===== config.mk =====
export PLATFORM = sky130hd
export DESIGN_NAME = seg7_scan_display_flat
export DESIGN_NICKNAME = d
export VERILOG_FILES = /design/src/rtl/seg7_scan_display_if.sv /design/src/rtl/seg7_scan_display.sv /design/src/flat_wrapper.sv
export SDC_FILE = /design/constraint.sdc
export NUM_CORES = 1
export LEC_CHECK = 0
export ABC_AREA = 1
export CAP_MARGIN = 20
export CORE_ASPECT_RATIO = 1.1
export CORE_MARGIN = 4
export CORE_UTILIZATION = 52
export CTS_BUF_LIST = sky130_fd_sc_hd__clkbuf_16
export DETAILED_ROUTE_END_ITERATION = 6
export GPL_TIMING_DRIVEN = 0
export HOLD_SLACK_MARGIN = 0.12
export PLACE_DENSITY_LB_ADDON = 0.3
export SLEW_MARGIN = 10
export SYNTH_ARGS = -nofsm -noshare
export SYNTH_HDL_FRONTEND = slang
export SYNTH_SLANG_ARGS = --single-unit

===== constraint.sdc =====
create_clock -name Clk -period 5.3 [get_ports Clk]
set_clock_uncertainty 0.1 [all_clocks]
set_input_delay 0.53 -clock Clk [delete_from_list [all_inputs] [get_ports Clk]]
set_output_delay 0.53 -clock Clk [all_outputs]
set_load 0.03 [all_outputs]

===== src/rtl/seg7_scan_display_if.sv =====
// Host-side load bus for the multiplexed seven-segment driver: shadow-load strobe,
// hex word, decimal points, plus commit status back to the host.
interface seg7_scan_display_if #(
  parameter int unsigned NUM_DIGITS = 8
);
  logic                    Load;
  logic [4*NUM_DIGITS-1:0] Data;
  logic [NUM_DIGITS-1:0]   DpIn;
  logic                    Pending;
  logic                    FrameStart;

  modport master (output Load, Data, DpIn, input Pending, FrameStart);
  modport slave  (input Load, Data, DpIn, output Pending, FrameStart);
endinterface


===== src/rtl/seg7_scan_display.sv =====
// N-digit multiplexed seven-segment driver with frame-synchronous shadow commit,
// per-digit decimal points, leading-zero blanking and inter-digit ghost blanking.
module seg7_scan_display #(
  parameter int unsigned NUM_DIGITS = 8,
  parameter int unsigned SCAN_DIV   = 100000,
  parameter int unsigned BLANK_CYC  = 2000,
  parameter int unsigned BLANK_LZ   = 1
) (
  input  logic                  Clk,
  input  logic                  Reset,
  seg7_scan_display_if.slave    host,
  output logic [NUM_DIGITS-1:0] en_out,
  output logic [6:0]            out7,
  output logic                  dp_out
);

  localparam int unsigned PW = (SCAN_DIV > 1) ? $clog2(SCAN_DIV) : 1;
  localparam int unsigned IW = $clog2(NUM_DIGITS);
  localparam logic [PW-1:0] LAST_PRESC = PW'(SCAN_DIV - 1);
  localparam logic [PW-1:0] BLANK_END  = PW'(BLANK_CYC);
  localparam logic [IW-1:0] LAST_IDX   = IW'(NUM_DIGITS - 1);

  logic [PW-1:0]           r_presc;
  logic [IW-1:0]           r_idx;
  logic [4*NUM_DIGITS-1:0] r_sh_data;
  logic [NUM_DIGITS-1:0]   r_sh_dp;
  logic [4*NUM_DIGITS-1:0] r_disp_data;
  logic [NUM_DIGITS-1:0]   r_disp_dp;
  logic                    r_pending;
  logic                    r_frame_start;
  logic [NUM_DIGITS-1:0]   r_en;
  logic [6:0]              r_seg;
  logic                    r_dp;

  logic                  w_tick;
  logic                  w_frame;
  logic [3:0]            w_nib;
  logic [NUM_DIGITS-1:0] w_blank;

  function automatic logic [6:0] hex7(input logic [3:0] n);
    case (n)
      4'h0: hex7 = 7'h40;
      4'h1: hex7 = 7'h79;
      4'h2: hex7 = 7'h24;
      4'h3: hex7 = 7'h30;
      4'h4: hex7 = 7'h19;
      4'h5: hex7 = 7'h12;
      4'h6: hex7 = 7'h02;
      4'h7: hex7 = 7'h78;
      4'h8: hex7 = 7'h00;
      4'h9: hex7 = 7'h10;
      4'hA: hex7 = 7'h08;
      4'hB: hex7 = 7'h03;
      4'hC: hex7 = 7'h46;
      4'hD: hex7 = 7'h21;
      4'hE: hex7 = 7'h06;
      default: hex7 = 7'h0E;
    endcase
  endfunction

  assign w_tick  = (r_presc == LAST_PRESC);
  assign w_frame = w_tick && (r_idx == LAST_IDX);
  assign w_nib   = r_disp_data[4*r_idx +: 4];

  always_ff @(posedge Clk or negedge Reset) begin
    if (!Reset) begin
      r_presc <= '0;
      r_idx   <= '0;
    end else if (w_tick) begin
      r_presc <= '0;
      r_idx   <= (r_idx == LAST_IDX) ? '0 : r_idx + 1'b1;
    end else begin
      r_presc <= r_presc + 1'b1;
    end
  end

  // Commit reads the shadow before this cycle's Load overwrites it, so a load
  // coinciding with the boundary waits a full frame with Pending still set.
  always_ff @(posedge Clk or negedge Reset) begin
    if (!Reset) begin
      r_sh_data     <= '0;
      r_sh_dp       <= '0;
      r_disp_data   <= '0;
      r_disp_dp     <= '0;
      r_pending     <= 1'b0;
      r_frame_start <= 1'b0;
    end else begin
      r_frame_start <= w_frame;
      if (w_frame && r_pending) begin
        r_disp_data <= r_sh_data;
        r_disp_dp   <= r_sh_dp;
        r_pending   <= 1'b0;
      end
      if (host.Load) begin
        r_sh_data <= host.Data;
        r_sh_dp   <= host.DpIn;
        r_pending <= 1'b1;
      end
    end
  end

  // A digit is blank when it and every more-significant nibble are zero.
  always_comb begin
    logic v_run;
    int unsigned v_pos;
    w_blank = '0;
    v_run   = 1'b1;
    for (int unsigned k = 0; k < NUM_DIGITS - 1; k++) begin
      v_pos          = NUM_DIGITS - 1 - k;
      v_run          = v_run & (r_disp_data[4*v_pos +: 4] == 4'h0);
      w_blank[v_pos] = v_run && (BLANK_LZ != 0);
    end
  end

  always_ff @(posedge Clk or negedge Reset) begin
    if (!Reset) begin
      r_en  <= '1;
      r_seg <= '1;
      r_dp  <= 1'b1;
    end else if (r_presc < BLANK_END) begin
      r_en  <= '1;
      r_seg <= '1;
      r_dp  <= 1'b1;
    end else begin
      r_en  <= ~(NUM_DIGITS'(1) << r_idx);
      r_seg <= w_blank[r_idx] ? 7'h7F : hex7(w_nib);
      r_dp  <= ~r_disp_dp[r_idx];
    end
  end

  assign en_out          = r_en;
  assign out7            = r_seg;
  assign dp_out          = r_dp;
  assign host.Pending    = r_pending;
  assign host.FrameStart = r_frame_start;

endmodule


===== src/flat_wrapper.sv =====
// flat-port wrapper written by rule: the top's interface ports become plain ports
module seg7_scan_display_flat 
#(
  parameter int unsigned NUM_DIGITS = 8,
  parameter int unsigned SCAN_DIV   = 100000,
  parameter int unsigned BLANK_CYC  = 2000,
  parameter int unsigned BLANK_LZ   = 1
)
  (Clk, Reset, en_out, out7, dp_out, host_Load, host_Data, host_DpIn, host_Pending, host_FrameStart);
  seg7_scan_display_if #(.NUM_DIGITS(NUM_DIGITS)) host_i ();
  input  logic Clk;
  input  logic Reset;
  output logic [NUM_DIGITS-1:0] en_out;
  output logic [6:0] out7;
  output logic dp_out;
  input wire logic [$bits(host_i.Load)-1:0] host_Load;
  input wire logic [$bits(host_i.Data)-1:0] host_Data;
  input wire logic [$bits(host_i.DpIn)-1:0] host_DpIn;
  output wire logic [$bits(host_i.Pending)-1:0] host_Pending;
  output wire logic [$bits(host_i.FrameStart)-1:0] host_FrameStart;
  assign host_i.Load = host_Load;
  assign host_i.Data = host_Data;
  assign host_i.DpIn = host_DpIn;
  assign host_Pending = host_i.Pending;
  assign host_FrameStart = host_i.FrameStart;
  seg7_scan_display #(.NUM_DIGITS(NUM_DIGITS), .SCAN_DIV(SCAN_DIV), .BLANK_CYC(BLANK_CYC), .BLANK_LZ(BLANK_LZ)) u_core (.Clk(Clk), .Reset(Reset), .host(host_i), .en_out(en_out), .out7(out7), .dp_out(dp_out));
endmodule

==> results of run 1 <==
sequential cells by signal, summed over array words and instances (netlist names), 3 cells and up:
register            cells
u_core.r_idx            3
u_core.r_presc         17
u_core.out7             7
u_core.r_disp_data     32
u_core.r_disp_dp        8
u_core.en_out           8
u_core.r_sh_data       32
u_core.r_sh_dp          8
logic make-up (layout without fill, tap and decap cells):
family / after synthesis / in the layout / share of synthesized area [%]
simple gates: 388 / 388 / 28.2
buf+inv: 195 / 287 / 13.4
xor+xnor: 4 / 4 / 0.583
compound gates: 65 / 65 / 5.62
flops: 118 / 118 / 49.4
fa+ha+maj: 13 / 13 / 2.71
layer usage:
layer,GRT usage (%),vias up,routed length [um],part of all wire (%)
met1,28.2,2421,6300,45
met3,4.80,29,815,5.8
met2,36.6,177,6770,48
met4,6.93,0,227,1.6
met5,0,-,0,0
li1,-,2588,-,-
cell usage after synthesis:
cell type	number
nand3_1	64
o21ai_0	55
o211ai_1	1
nand4_2	1
clkinv_1	1
a21oi_1	6
buf_6	8
clkbuf_1	20
nand2_2	1
o21bai_1	1
nand3_2	2
xor2_1	4
buf_2	10
o2111ai_1	1
dfstp_2	16
nor3_1	6
dfrtp_1	102
ha_1	13
inv_2	2
inv_1	153
and2_1	1
buf_4	1
nor2_4	1
nand4_1	45
nand2_1	226
o21ai_2	1
nor4_1	2
nor2_1	39
critical path, delay by kind of cell (launching register included):
family	cells	cell delay, ns
buffers and inverters	3	0.90
flip-flops	1	0.46
adder cells (fa/ha/maj)	2	0.38
AND/OR/NAND/NOR	2	0.34
layout make-up:
| type | instances | area share (%) |
|---|---|---|
| plain buffers | 39 | 2.99 |
| clock inverters | 14 | 2.56 |
| clock buffers | 17 | 5.72 |
| well taps | 147 | 2.47 |
| flip-flops and latches | 118 | 40.0 |
| multi-input cells | 470 | 30.0 |
| inverters | 156 | 7.87 |
| repair buffers | 61 | 8.46 |
repair_timing:
item / CTS / global route
endpoints found under the hold margin: 28 / 0
hold buffers: 1 / 0
setup endpoints to repair: 0 / 0
per-stage QoR:
step	utilization (%)	hold slack, ns	setup WS (ns)
after floorplan	-	0.134	3.48
after global placement	61.1	0.342	-0.674
after detailed placement	61.3	0.324	3.08
after CTS	67.0	0.378	3.06
after global routing	67.0	0.411	2.87
final	67.0	0.378	3.01
placed cells by master, fill, tap and decap left out, drive strengths merged:
master         instances
nand2                227
o211ai                 1
nor4                   2
clkbuf                37
inv                  156
o21ai                 56
a21oi                  6
o2111ai                1
xor2                   4
clkinv                 9
dfstp                 16
clkdlybuf4s50         58
o21bai                 1
dfrtp                102
ha                    13
nand3                 66
bufinv                 5
buf                   21
dlygate4sd3            1
nand4                 46
nor3                   6
and2                   1
nor2                  40
power groups by stage:
stage                     registers, mW  clock network (mW)  logic, mW
final                             0.937                1.20     0.0978
after global routing              0.939                1.26      0.112
after CTS                         0.937                1.21     0.0997
after detailed placement          0.952                   0     0.0988
after global placement            0.951                   0     0.0915
after floorplan                   0.950                   0     0.0351
worst max-delay path by stage:
stage          slack (ns)                   startpoint                                end
6_report             3.01  u_core.r_idx[1]$_DFFE_PN0N_  u_core.r_disp_data[0]$_DFFE_PN0P_
5_1_grt              2.87  u_core.r_idx[1]$_DFFE_PN0N_  u_core.r_disp_data[4]$_DFFE_PN0P_
3_3_place_gp        -0.67                        Reset   u_core.r_sh_data[26]$_DFFE_PN0P_
4_1_cts              3.06   u_core.en_out[3]$_DFF_PN1_                          en_out[3]
2_1_floorplan        3.48  u_core.r_idx[0]$_DFFE_PN0N_           u_core.out7[5]$_DFF_PN1_
3_5_place_dp         3.08  u_core.r_idx[1]$_DFFE_PN0N_  u_core.r_disp_data[0]$_DFFE_PN0P_
==> flow_summary.json, run 1 <==
{
  "yosysTopAreaCell": "dfrtp_1",
  "dp.cells": 990,
  "gr-total-overflow": 0,
  "comb_power_share_pct": 4.4,
  "cts.path.max_buffers": 2,
  "netlist_area_um2": 6010,
  "routed-via-count": 5215,
  "cellLeakagePower_nw": 4.10,
  "slew_viol_final": 0,
  "p_per_area_nw_per_um2": 301,
  "portBuffers": 59,
  "clock_sinks": 118,
  "postCtsSetupBuffers": 0,
  "relSlewSlack_pct": 64.5,
  "setup_viol_count_final": 0,
  "syn_inst": 783,
  "whs_path_depth": 1,
  "worst_setup_path_end_kind": "flop",
  "fin_crit_sh_pct": 43.3,
  "cp.required_ns": 5.50,
  "grt_pass1_vias": 5074,
  "path_max_fanout": 10,
  "tns_ns": 0,
  "critical_path_class": "flop to flop",
  "placed_cell_area_um2": 6820,
  "vias_per_cell": 5.10,
  "seqCellArea_um2": 2970,
  "path_clk_slew_ns": 0.06,
  "synth_top_area_share_pct": 42.5,
  "switching_power_uw": 448,
  "cts_resized": 0,
  "dp.final_hpwl_mm": 10.3,
  "ys_seq_elements": 118,
  "hold_path_class": "flop to flop",
  "slowest_stage": "clkbuf_1",
  "start_kind": "flop",
  "r2r_start": "u_core.r_idx[1]$_DFFE_PN0N_",
  "instances_no_fill": 1022,
  "grt_pass1_wl_mm": 23.7,
  "final_nets": 919,
  "drive_gt1_share_pct": 7.89,
  "hold_viol": 0,
  "syn_nets": 839,
  "max_stage_delay_ns": 0.48,
  "grt_max_degree": 91,
  "synth_area_leaders": "dfrtp_1 (42%), nand2_1 (14%), inv_1 (9.6%), dfstp_2 (7.0%), nand3_1 (5.3%)",
  "worstPathCellList": "ha_1 > ha_1 > clkbuf_1 > clkbuf_1 > nand4_1 > nand2_1 > inv_1",
  "worstMarginPinSlew_ns": 0.533,
  "hold_end": "u_core.r_presc[0]$_DFF_PN0_",
  "firstDrtPassIters": 5,
  "ios": 61,
  "drt-initial-drc-count": 284,
  "min_from": "u_core.r_presc[0]$_DFF_PN0_",
  "cts_tree": "yes",
  "diodes": 0,
  "clockPowerShare_pct": 53.8,
  "rrSetupSlack_ns": 3.01,
  "yosysSeqAreaShare_pct": 49.4,
  "status": "complete, no violations",
  "r2r.worst_path.cells": 7,
  "rsz0062_at_grt": "false",
  "clk_latency_ns": 0.41,
  "core_area_um2": 11100,
  "root_buffer": "clkbuf_16",
  "final_cell_area_um2": 7440,
  "route.detailed.drc": 0,
  "reg2reg_to": "u_core.r_disp_data[0]$_DFFE_PN0P_",
  "arrival_ns": 2.49,
  "yosys_warnings": 0,
  "numCtsBuffers": 17,
  "die_width_um": 111,
  "synthDistinctLibCells": 28,
  "area_growth_pct": 23.8,
  "grtUsageTotal_pct": 21.8,
  "htree_levels": 4,
  "start_util_pct": 54.1,
  "max_cap_viol_count": 0,
  "ant_nets": 0,
  "max_freq_mhz": 436,
  "fillers": 943,
  "share_seq_of_total_power_pct": 41.9,
  "gp_congestion": 0.889,
  "fp-row-count": 40,
  "vdd_drop_max_v": 0.000310,
  "sw_frac_of_total_pct": 20.0,
  "multi_input_area_um2": 2230,
  "fin_crit_ns": 2.29,
  "wl_per_cell_um": 13.8,
  "power_mw": 2.24,
  "die_h_um": 121,
  "wl_mm": 14.1,
  "syn-mean-instance-area_um2": 7.68,
  "p_int_mw": 1.79,
  "antenna_found_initial": 0,
  "die_area_um2": 13300
}
Note: power is estimated with default switching activity, not from simulation.
==> run 2, diff against run 1 <==
Clock period 5.3 ns to 1.9 ns, I/O delays scaled along.
==> flow_summary.json, run 2 (same netlist as run 1, synthesis figures left out) <==
{
  "status": "complete, no violations",
  "die_h_um": 121,
  "largest_registers": "u_core.r_disp_data x32, u_core.r_sh_data x32, u_core.r_presc x17",
  "multi_input_area_um2": 2380,
  "grt_max_degree": 91,
  "final_nets": 941,
  "antenna_found_initial": 0,
  "worstMarginPinSlew_ns": 0.538,
  "die_width_um": 111,
  "r2r.worst_path.cells": 11,
  "rsz0062_at_grt": "true",
  "die_area_um2": 13300,
  "final_cell_mix": "nand2_1 (219), inv_1 (151), dfrtp_1 (101)",
  "arrival_ns": 2.12,
  "grtUsageTotal_pct": 22.0,
  "fin_crit_ns": 1.88,
  "final_common_cell": "nand2_1",
  "cellLeakagePower_nw": 4.27,
  "drive_gt1_share_pct": 14.3,
  "htree_levels": 4,
  "seqCellArea_um2": 2970,
  "diodes": 0,
  "setup_viol_count_final": 0,
  "relSlewSlack_pct": 64.1,
  "dp.final_hpwl_mm": 10.3,
  "drt-initial-drc-count": 392,
  "path_delay_family": "simple AND/OR/NAND/NOR gates",
  "rrSetupSlack_ns": 0.02,
  "hold_slack_ns": 0.127,
  "core_area_um2": 11100,
  "critical_path_class": "flop to flop",
  "tns_ns": 0,
  "r2r_start": "u_core.r_idx[0]$_DFFE_PN0N_",
  "fillers": 870,
  "ant_nets": 0,
  "max_freq_mhz": 531,
  "path_clk_slew_ns": 0.05,
  "max_stage_delay_ns": 0.38,
  "gr-total-overflow": 0,
  "max_cap_viol_count": 0,
  "worstPathCellList": "buf_6 > inv_4 > buf_6 > nand2_1 > nand3_1 > nand3_1 > nand2_4 > nand2_1 > nand2_1 > nand2_1 > nand3_1",
  "wl_mm": 15.3,
  "root_buffer": "clkbuf_16",
  "worst_setup_path_end_kind": "flop",
  "hold_viol": 0,
  "hold_path_class": "input port to asynchronous set/reset pin",
  "route.detailed.drc": 0,
  "critPathMostFrequentCell": "nand2_1",
  "fin_crit_sh_pct": 99.1,
  "p_per_area_nw_per_um2": 795,
  "start_kind": "flop",
  "crit_buf_inv": 3,
  "gp_congestion": 0.889,
  "fp-row-count": 40,
  "routed-via-count": 5429,
  "vias_per_cell": 5.20,
  "portBuffers": 59,
  "clk_latency_ns": 0.41,
  "area_growth_pct": 30.9,
  "cts.path.max_buffers": 2,
  "grt_pass1_vias": 5172,
  "placed_cell_area_um2": 6820,
  "grt_pass1_wl_mm": 24.0,
  "cts_tree": "yes",
  "clock_sinks": 118,
  "start_util_pct": 54.1,
  "cp.required_ns": 2.14,
  "final_cell_area_um2": 7870,
  "slew_viol_final": 0,
  "firstDrtPassIters": 5,
  "ios": 61,
  "reg2reg_to": "u_core.out7[0]$_DFF_PN1_",
  "wl_per_cell_um": 14.7,
  "path_max_fanout": 9,
  "slowest_stage": "dfrtp_1",
  "vdd_drop_max_v": 0.000888,
  "numCtsBuffers": 17
}
run 2: changes by cell type in the layout (fill, tap and decap cells not counted), moves of 5 or more:
cell      before  now
nand3_2        2   11
buf_2         10    3
buf_4          1   22
clkbuf_1      20   14
nand2_2        1    6
ha_1          13    7
nand2_1      226  219
nand3_1       64   53
run 2: cell type report:
type,instances,area share (%)
Sequential cell,118,37.8
Multi-Input combinational cell,470,30.2
Timing Repair Buffer,85,10.9
Inverter,156,7.47
Clock buffer,17,5.41
Buffer,37,3.48
Clock inverter,14,2.42
Tap cell,147,2.34
run 2: worst max-delay path by stage:
stage	cells after the start	slack, ns	endpoint	start
floorplan	13	0.08	u_core.out7[5]$_DFF_PN1_	u_core.r_idx[0]$_DFFE_PN0N_
global placement	1	-3.73	u_core.r_sh_data[26]$_DFFE_PN0P_	Reset
detailed placement	7	-0.32	u_core.r_disp_data[0]$_DFFE_PN0P_	u_core.r_idx[1]$_DFFE_PN0N_
CTS	11	0.003	u_core.out7[0]$_DFF_PN1_	u_core.r_idx[1]$_DFFE_PN0N_
global route	13	-0.11	u_core.r_disp_dp[4]$_DFFE_PN0P_	u_core.r_presc[0]$_DFF_PN0_
finish	11	0.02	u_core.out7[0]$_DFF_PN1_	u_core.r_idx[0]$_DFFE_PN0N_
run 2: per-layer routing:
metal | up-vias | wire length [um] | track usage, %
met4 | 0 | 352 | 7.39
met1 | 2540 | 6560 | 28.2
met2 | 215 | 7490 | 37.0
li1 | 2637 | - | -
met5 | - | 0 | 0
met3 | 37 | 901 | 4.95
run 2: power by group:
| part | leakage (nW) | switching (mW) | total [mW] | internal, mW |
|---|---|---|---|---|
| Sequential | 1.50 | 0.0200 | 2.61 | 2.59 |
| Combinational | 2.47 | 0.154 | 0.273 | 0.119 |
| Clock | 0.303 | 1.09 | 3.37 | 2.28 |
| Total | 4.27 | 1.26 | 6.26 | 4.99 |
run 2: stage by stage:
step	cells	worst slack (ns)	total power, mW	utilization, %
final	1044	0.0172	6.26	70.8
after global routing	1044	-0.108	6.46	70.8
after CTS	1030	0.00350	6.28	68.0
after detailed placement	990	-0.320	2.93	61.3
after global placement	989	-3.73	2.91	61.1
after floorplan	783	0.0775	2.75	-
run 2: what timing repair did:
item	in CTS	in global routing
pin swaps	4	25
cloned	0	2
resized for setup	20	49
endpoints found under the hold margin	102	0
hold buffers	1	0
setup buffers	9	13
setup endpoints to repair	49	55
